$ cat config.mk
export PLATFORM = sky130hd
export DESIGN_NAME = hazard_stall_unit
export DESIGN_NICKNAME = d
export VERILOG_FILES = /design/src/rtl/hazard_stall_unit.sv
export SDC_FILE = /design/constraint.sdc
export NUM_CORES = 1
export LEC_CHECK = 0
export CAP_MARGIN = 25
export CORE_MARGIN = 10
export CORE_UTILIZATION = 23
export CTS_CLUSTER_DIAMETER = 40
export DETAILED_ROUTE_END_ITERATION = 16
export GPL_TIMING_DRIVEN = 0
export PLACE_DENSITY_LB_ADDON = 0.15
export REMOVE_ABC_BUFFERS = 1
export SLEW_MARGIN = 0
export SYNTH_ARGS = -nofsm -noshare
export SYNTH_HDL_FRONTEND = slang
export SYNTH_SLANG_ARGS = --single-unit
export TNS_END_PERCENT = 100
$ cat constraint.sdc
create_clock -name clk -period 1.1 [get_ports clk]
set_input_delay 0.11 -clock clk [delete_from_list [all_inputs] [get_ports clk]]
set_output_delay 0.11 -clock clk [all_outputs]
set_load 0.05 [all_outputs]
$ cat src/rtl/hazard_stall_unit.sv
// Pipeline stall/flush controller: load-use bubbles, ID branch squash, multi-cycle memory freeze.
// Optional stall performance counter is built only when HAZARD_PERF_CNT_EN is defined.
module hazard_stall_unit #(
    parameter int REG_W       = 5,
    parameter int ZERO_REG    = 31,
    parameter int MEM_LATENCY = 2,
    parameter int CNT_W       = 16
) (
    input  logic             clk,
    input  logic             reset,
    input  logic [REG_W-1:0] id_rn,
    input  logic [REG_W-1:0] id_rm,
    input  logic             id_uses_rn,
    input  logic             id_uses_rm,
    input  logic             ex_mem_read,
    input  logic             ex_reg_write,
    input  logic [REG_W-1:0] ex_rd,
    input  logic             id_branch_taken,
    input  logic             mem_req,
    output logic             pc_en,
    output logic             if_id_en,
    output logic             id_ex_en,
    output logic             ex_mem_en,
    output logic             mem_wb_en,
    output logic             if_id_flush,
    output logic             id_ex_flush,
    output logic [CNT_W-1:0] stall_cycles
);

    typedef enum logic {RUN, MEM_WAIT} state_t;

    localparam int WC_W = (MEM_LATENCY > 1) ? $clog2(MEM_LATENCY) : 1;
    localparam logic [WC_W-1:0] WC_INIT = WC_W'((MEM_LATENCY > 0) ? MEM_LATENCY - 1 : 0);

    state_t          state, state_nxt;
    logic [WC_W-1:0] wait_cnt, wait_nxt;
    logic            lu;
    logic            freeze;

    always_comb begin
        lu = ex_mem_read && ex_reg_write && (ex_rd != REG_W'(ZERO_REG)) &&
             ((id_uses_rn && (id_rn == ex_rd)) || (id_uses_rm && (id_rm == ex_rd)));
    end

    always_comb begin
        state_nxt   = state;
        wait_nxt    = wait_cnt;
        freeze      = 1'b0;
        pc_en       = 1'b1;
        if_id_en    = 1'b1;
        id_ex_en    = 1'b1;
        ex_mem_en   = 1'b1;
        mem_wb_en   = 1'b1;
        if_id_flush = 1'b0;
        id_ex_flush = 1'b0;

        case (state)
            RUN: begin
                if (mem_req && (MEM_LATENCY > 0)) begin
                    freeze    = 1'b1;
                    state_nxt = MEM_WAIT;
                    wait_nxt  = WC_INIT;
                end
            end
            MEM_WAIT: begin
                // Release cycle ignores mem_req: it still belongs to the access just serviced.
                if (wait_cnt != '0) begin
                    freeze   = 1'b1;
                    wait_nxt = wait_cnt - WC_W'(1);
                end else begin
                    state_nxt = RUN;
                end
            end
            default: state_nxt = RUN;
        endcase

        if (reset || freeze) begin
            pc_en     = 1'b0;
            if_id_en  = 1'b0;
            id_ex_en  = 1'b0;
            ex_mem_en = 1'b0;
            mem_wb_en = 1'b0;
        end else if (lu) begin
            // Hold PC and IF/ID, inject one bubble into ID/EX; a same-cycle branch waits.
            pc_en       = 1'b0;
            if_id_en    = 1'b0;
            id_ex_flush = 1'b1;
        end else if (id_branch_taken) begin
            if_id_flush = 1'b1;
        end
    end

    always_ff @(posedge clk) begin
        if (reset) begin
            state    <= RUN;
            wait_cnt <= '0;
        end else begin
            state    <= state_nxt;
            wait_cnt <= wait_nxt;
        end
    end

`ifdef HAZARD_PERF_CNT_EN
    logic [CNT_W-1:0] cnt;

    always_ff @(posedge clk) begin
        if (reset)
            cnt <= '0;
        else if (!pc_en && (cnt != '1))
            cnt <= cnt + CNT_W'(1);
    end

    assign stall_cycles = cnt;
`else
    assign stall_cycles = '0;
`endif

endmodule

==> reports/summary.log <==
INFO  power          pwr-share-seq=0.128
INFO  logic_synthesis seq_area_frac_synth=0.107
INFO  setup_path     endpoint_kind=primary output
INFO  job            max-cap-violations=0
INFO  power          total_leakage_power=0.000325uW
INFO  floorplanning  core_area=1520um2
INFO  logic_synthesis post_synth_num_cell_types=15
INFO  hold_path      hp-class=register to register
INFO  logic_synthesis synth_seq_cells=2
INFO  placed_design  gp_routability_congestion=0.618
INFO  timing         fmaxAchievable=668MHz
INFO  routing        vias_per_cell=3.86
INFO  power          logic_gate_share_of_total_power=0.629
INFO  power          net-switching-power=290uW
INFO  timing         timing.final.ws_setup=-0.396ns
INFO  finish         final_layout_size_suffix_gt1_frac=0.238
INFO  floorplanning  fp.dieArea=3650um2
INFO  grt            grt_first_pass_wirelength=1730um
INFO  logic_synthesis netlist_area=375um2
INFO  logic_synthesis synth-async-reset-ratio=0
INFO  finish         antennaDiodeCount=0
INFO  floorplanning  io_pins=46
INFO  clocking       clock_tree_from_tritoncts=done
INFO  placed_design  dpl-instance-area=599um2
INFO  setup_path     criticalPathCategory=register to primary output
INFO  setup_path     timing.critical_path.required=0.99ns
INFO  finish         fin_nets=105
INFO  routing        detail_route.first_pass.iterations=2
INFO  power          internal_power=352uW
INFO  setup_path     timing.critical_path.arrival=1.39ns
INFO  grt            grt_antenna_before_repair=0
INFO  logic_synthesis main_combinational_cell_family_by_area_after_synthesis=buffers and inverters
INFO  logic_synthesis synth-edff-count=0
INFO  logic_synthesis share_of_the_synthesized_netlist_area_taken_by_xor_and_xnor_gates=0.233
INFO  outcome        status=finished with violations
INFO  routing        routed_wirelength=1270um
INFO  clocking       cts-root-buf=clkbuf_4
INFO  placed_design  pre_cts_slack=-1.12ns
INFO  grt            grt_util_all_layers=0.0619
INFO  setup_path     cp_cell_sequence=mux2i_1 > and2b_2 > a21boi_4 > buf_6
INFO  placed_design  placement.io_buffers=29
INFO  routing        drt_first_iter_violations=4
INFO  finish         flow.area_growth_from_synthesis=86.0%
INFO  logic_synthesis netlist_instances=49
INFO  logic_synthesis yosysWarnings=0
INFO  logic_synthesis avgSynthCellArea=7.66um2
INFO  logic_synthesis synth_top_flop_cell=dfxtp_1
INFO  outcome        violations_in_the_final_reports=setup timing
INFO  clocking       post_cts_hold_buffer_count=0
INFO  logic_synthesis synth-adder-area-share=0
INFO  floorplanning  die_h=60.4um
INFO  finish         fill_count=162
INFO  timing         final.min_clock_period=1.50ns
INFO  finish         post-route-util=0.458
INFO  logic_synthesis synthSimpleGateAreaFrac=0.160
INFO  timing         hold_violations=0
INFO  timing         slew_viol_final=0
INFO  grt            grt_start_max_net_pins=7
INFO  timing         skew=0.00252ns
INFO  floorplanning  floorplan.initialDensity=0.246
INFO  grt            overflow=0
INFO  clocking       cts.clk_slew.worst_paths=0.03ns
INFO  setup_path     start_kind=register
INFO  routing        drc=0
INFO  timing         final_clock_period_utilization_by_the_worst_path=1.36
INFO  setup_path     worst-path-max-fanout=4
INFO  timing         rsz0062_at_grt=true
INFO  logic_synthesis yosys-mux-area-fraction=0.0267
INFO  grt            first_global_vias=391
INFO  clocking       clock_insertion_delay_worst_skew=0.22ns
INFO  finish         final_non_filler_cell_area=698um2
INFO  power          share_of_total_power_consumed_by_net_switching=0.451
INFO  floorplanning  fp.dieW=60.4um
INFO  power          share_of_power_burned_in_the_clock_network=0.243
INFO  timing         setup_viol_count_final=7
INFO  power          power_density=919nW/um2
INFO  routing        via_count=371
INFO  timing         final.setup.tns=-2.27ns
INFO  logic_synthesis synth_compound_gate_area_share=0.0833
INFO  floorplanning  row_count=14
INFO  routing        routed_len_inst=13.2um
INFO  clocking       sinks_on_clock_net=2
INFO  clocking       htree_num_levels=1
INFO  clocking       clock_tree.buffer_depth=2
INFO  power          vdd.ir_drop.worst=0.000320V
INFO  setup_path     slowest_cell_on_the_critical_path=dfxtp_2
INFO  routing        drt.antenna.violating_nets=0
INFO  setup_path     critPathMaxStageDelay=0.32ns
INFO  clocking       cts-buffers-inserted=3
INFO  timing         worst_hold_slack=0.425ns
==> layout make-up <==
class / count / area (um2) / share of cell area
Tap cell: 16 / 20.0 / 0.0287
Multi-Input combinational cell: 43 / 272 / 0.389
Clock buffer: 3 / 22.5 / 0.0323
Timing Repair Buffer: 32 / 343 / 0.491
Sequential cell: 2 / 41.3 / 0.0591
==> power by group through the flow <==
| stage | sequential [uW] | clock (uW) | combinational (uW) |
|---|---|---|---|
| final | 82.4 | 156 | 403 |
| after global routing | 82.9 | 174 | 420 |
| after CTS | 82.5 | 164 | 358 |
| after detailed placement | 82.9 | 0 | 363 |
| after global placement | 82.4 | 0 | 361 |
| after floorplan | 82.1 | 0 | 235 |
==> routing by layer <==
layer | vias to the layer above | routed length [um] | global-route usage
li1 | 188 | - | -
met1 | 158 | 411 | 0.0611
met2 | 25 | 685 | 0.107
met3 | 0 | 172 | 0.0230
met4 | 0 | 0 | 0.0385
met5 | - | 0 | 0
==> sequential cells by signal, indices dropped and copies added (netlist names) <==
| name | cells |
|---|---|
| wait_cnt | 1 |
| state | 1 |
==> synth_stat cells (2+ instances only) <==
master / n / area (um2)
dfxtp_1: 2 / 40.0
buf_4: 19 / 143
and3_1: 2 / 12.5
xnor2_1: 10 / 87.6
nand4_1: 2 / 12.5
nand2_1: 4 / 15.0
nor2_1: 2 / 7.51
==> stage by stage <==
| stage | cells | total power (uW) |
|---|---|---|
| final | 96 | 642 |
| after global routing | 96 | 678 |
| after CTS | 95 | 604 |
| after detailed placement | 90 | 446 |
| after global placement | 90 | 444 |
| after floorplan | 45 | 317 |
==> kinds of logic after synthesis <==
family                    Yosys count
DFF                                 2
other                               1
muxes                               1
and+or+nand+nor                    12
AOI/OAI and AO/OA                   4
buffers and inverters              19
xor gates and xnor gates           10
==> final timing paths <==
check | from | to | slack, ns | depth (start not counted)
worst min-delay path | state$_SDFF_PP0_ | wait_cnt$_SDFFE_PP0P_ | 0.43 | 1
worst min register to register | state$_SDFF_PP0_ | wait_cnt$_SDFFE_PP0P_ | 0.43 | 1
worst max-delay path | state$_SDFF_PP0_ | if_id_en | -0.40 | 4
worst max register to register | state$_SDFF_PP0_ | state$_SDFF_PP0_ | 0.28 | 3
==> placed cells by master (no fill, tap or decap), drive strengths merged <==
| cell | synthesis | routed |
|---|---|---|
| buf | 19 | 10 |
| conb | 1 | 16 |
| nor3 | 1 | 1 |
| clkbuf | 0 | 3 |
| nor2 | 2 | 2 |
| dlygate4sd2 | 0 | 14 |
| o22ai | 1 | 1 |
| nand4 | 2 | 2 |
| a31oi | 1 | 1 |
| a21oi | 1 | 1 |
| a21boi | 1 | 1 |
| and3 | 2 | 2 |
| dfxtp | 2 | 2 |
| mux2i | 1 | 1 |
| and2b | 1 | 1 |
| nand2 | 4 | 4 |
| clkdlybuf4s50 | 0 | 8 |
| xnor2 | 10 | 10 |
==> critical path, delay by kind of cell, from the launching register on <==
family	cells	cell delay, ns
compound gates	1	0.22
simple gates	1	0.23
flops	1	0.32
buf+inv	1	0.18
mux	1	0.22
==> repair_timing <==
action | CTS | global route
buffers inserted | 2 | 1
pin swaps | 14 | 0
cloned | 0 | 0
gates resized for setup | 66 | 15
endpoints found under the setup margin | 7 | 7
Note: power is estimated with default switching activity, not from simulation.
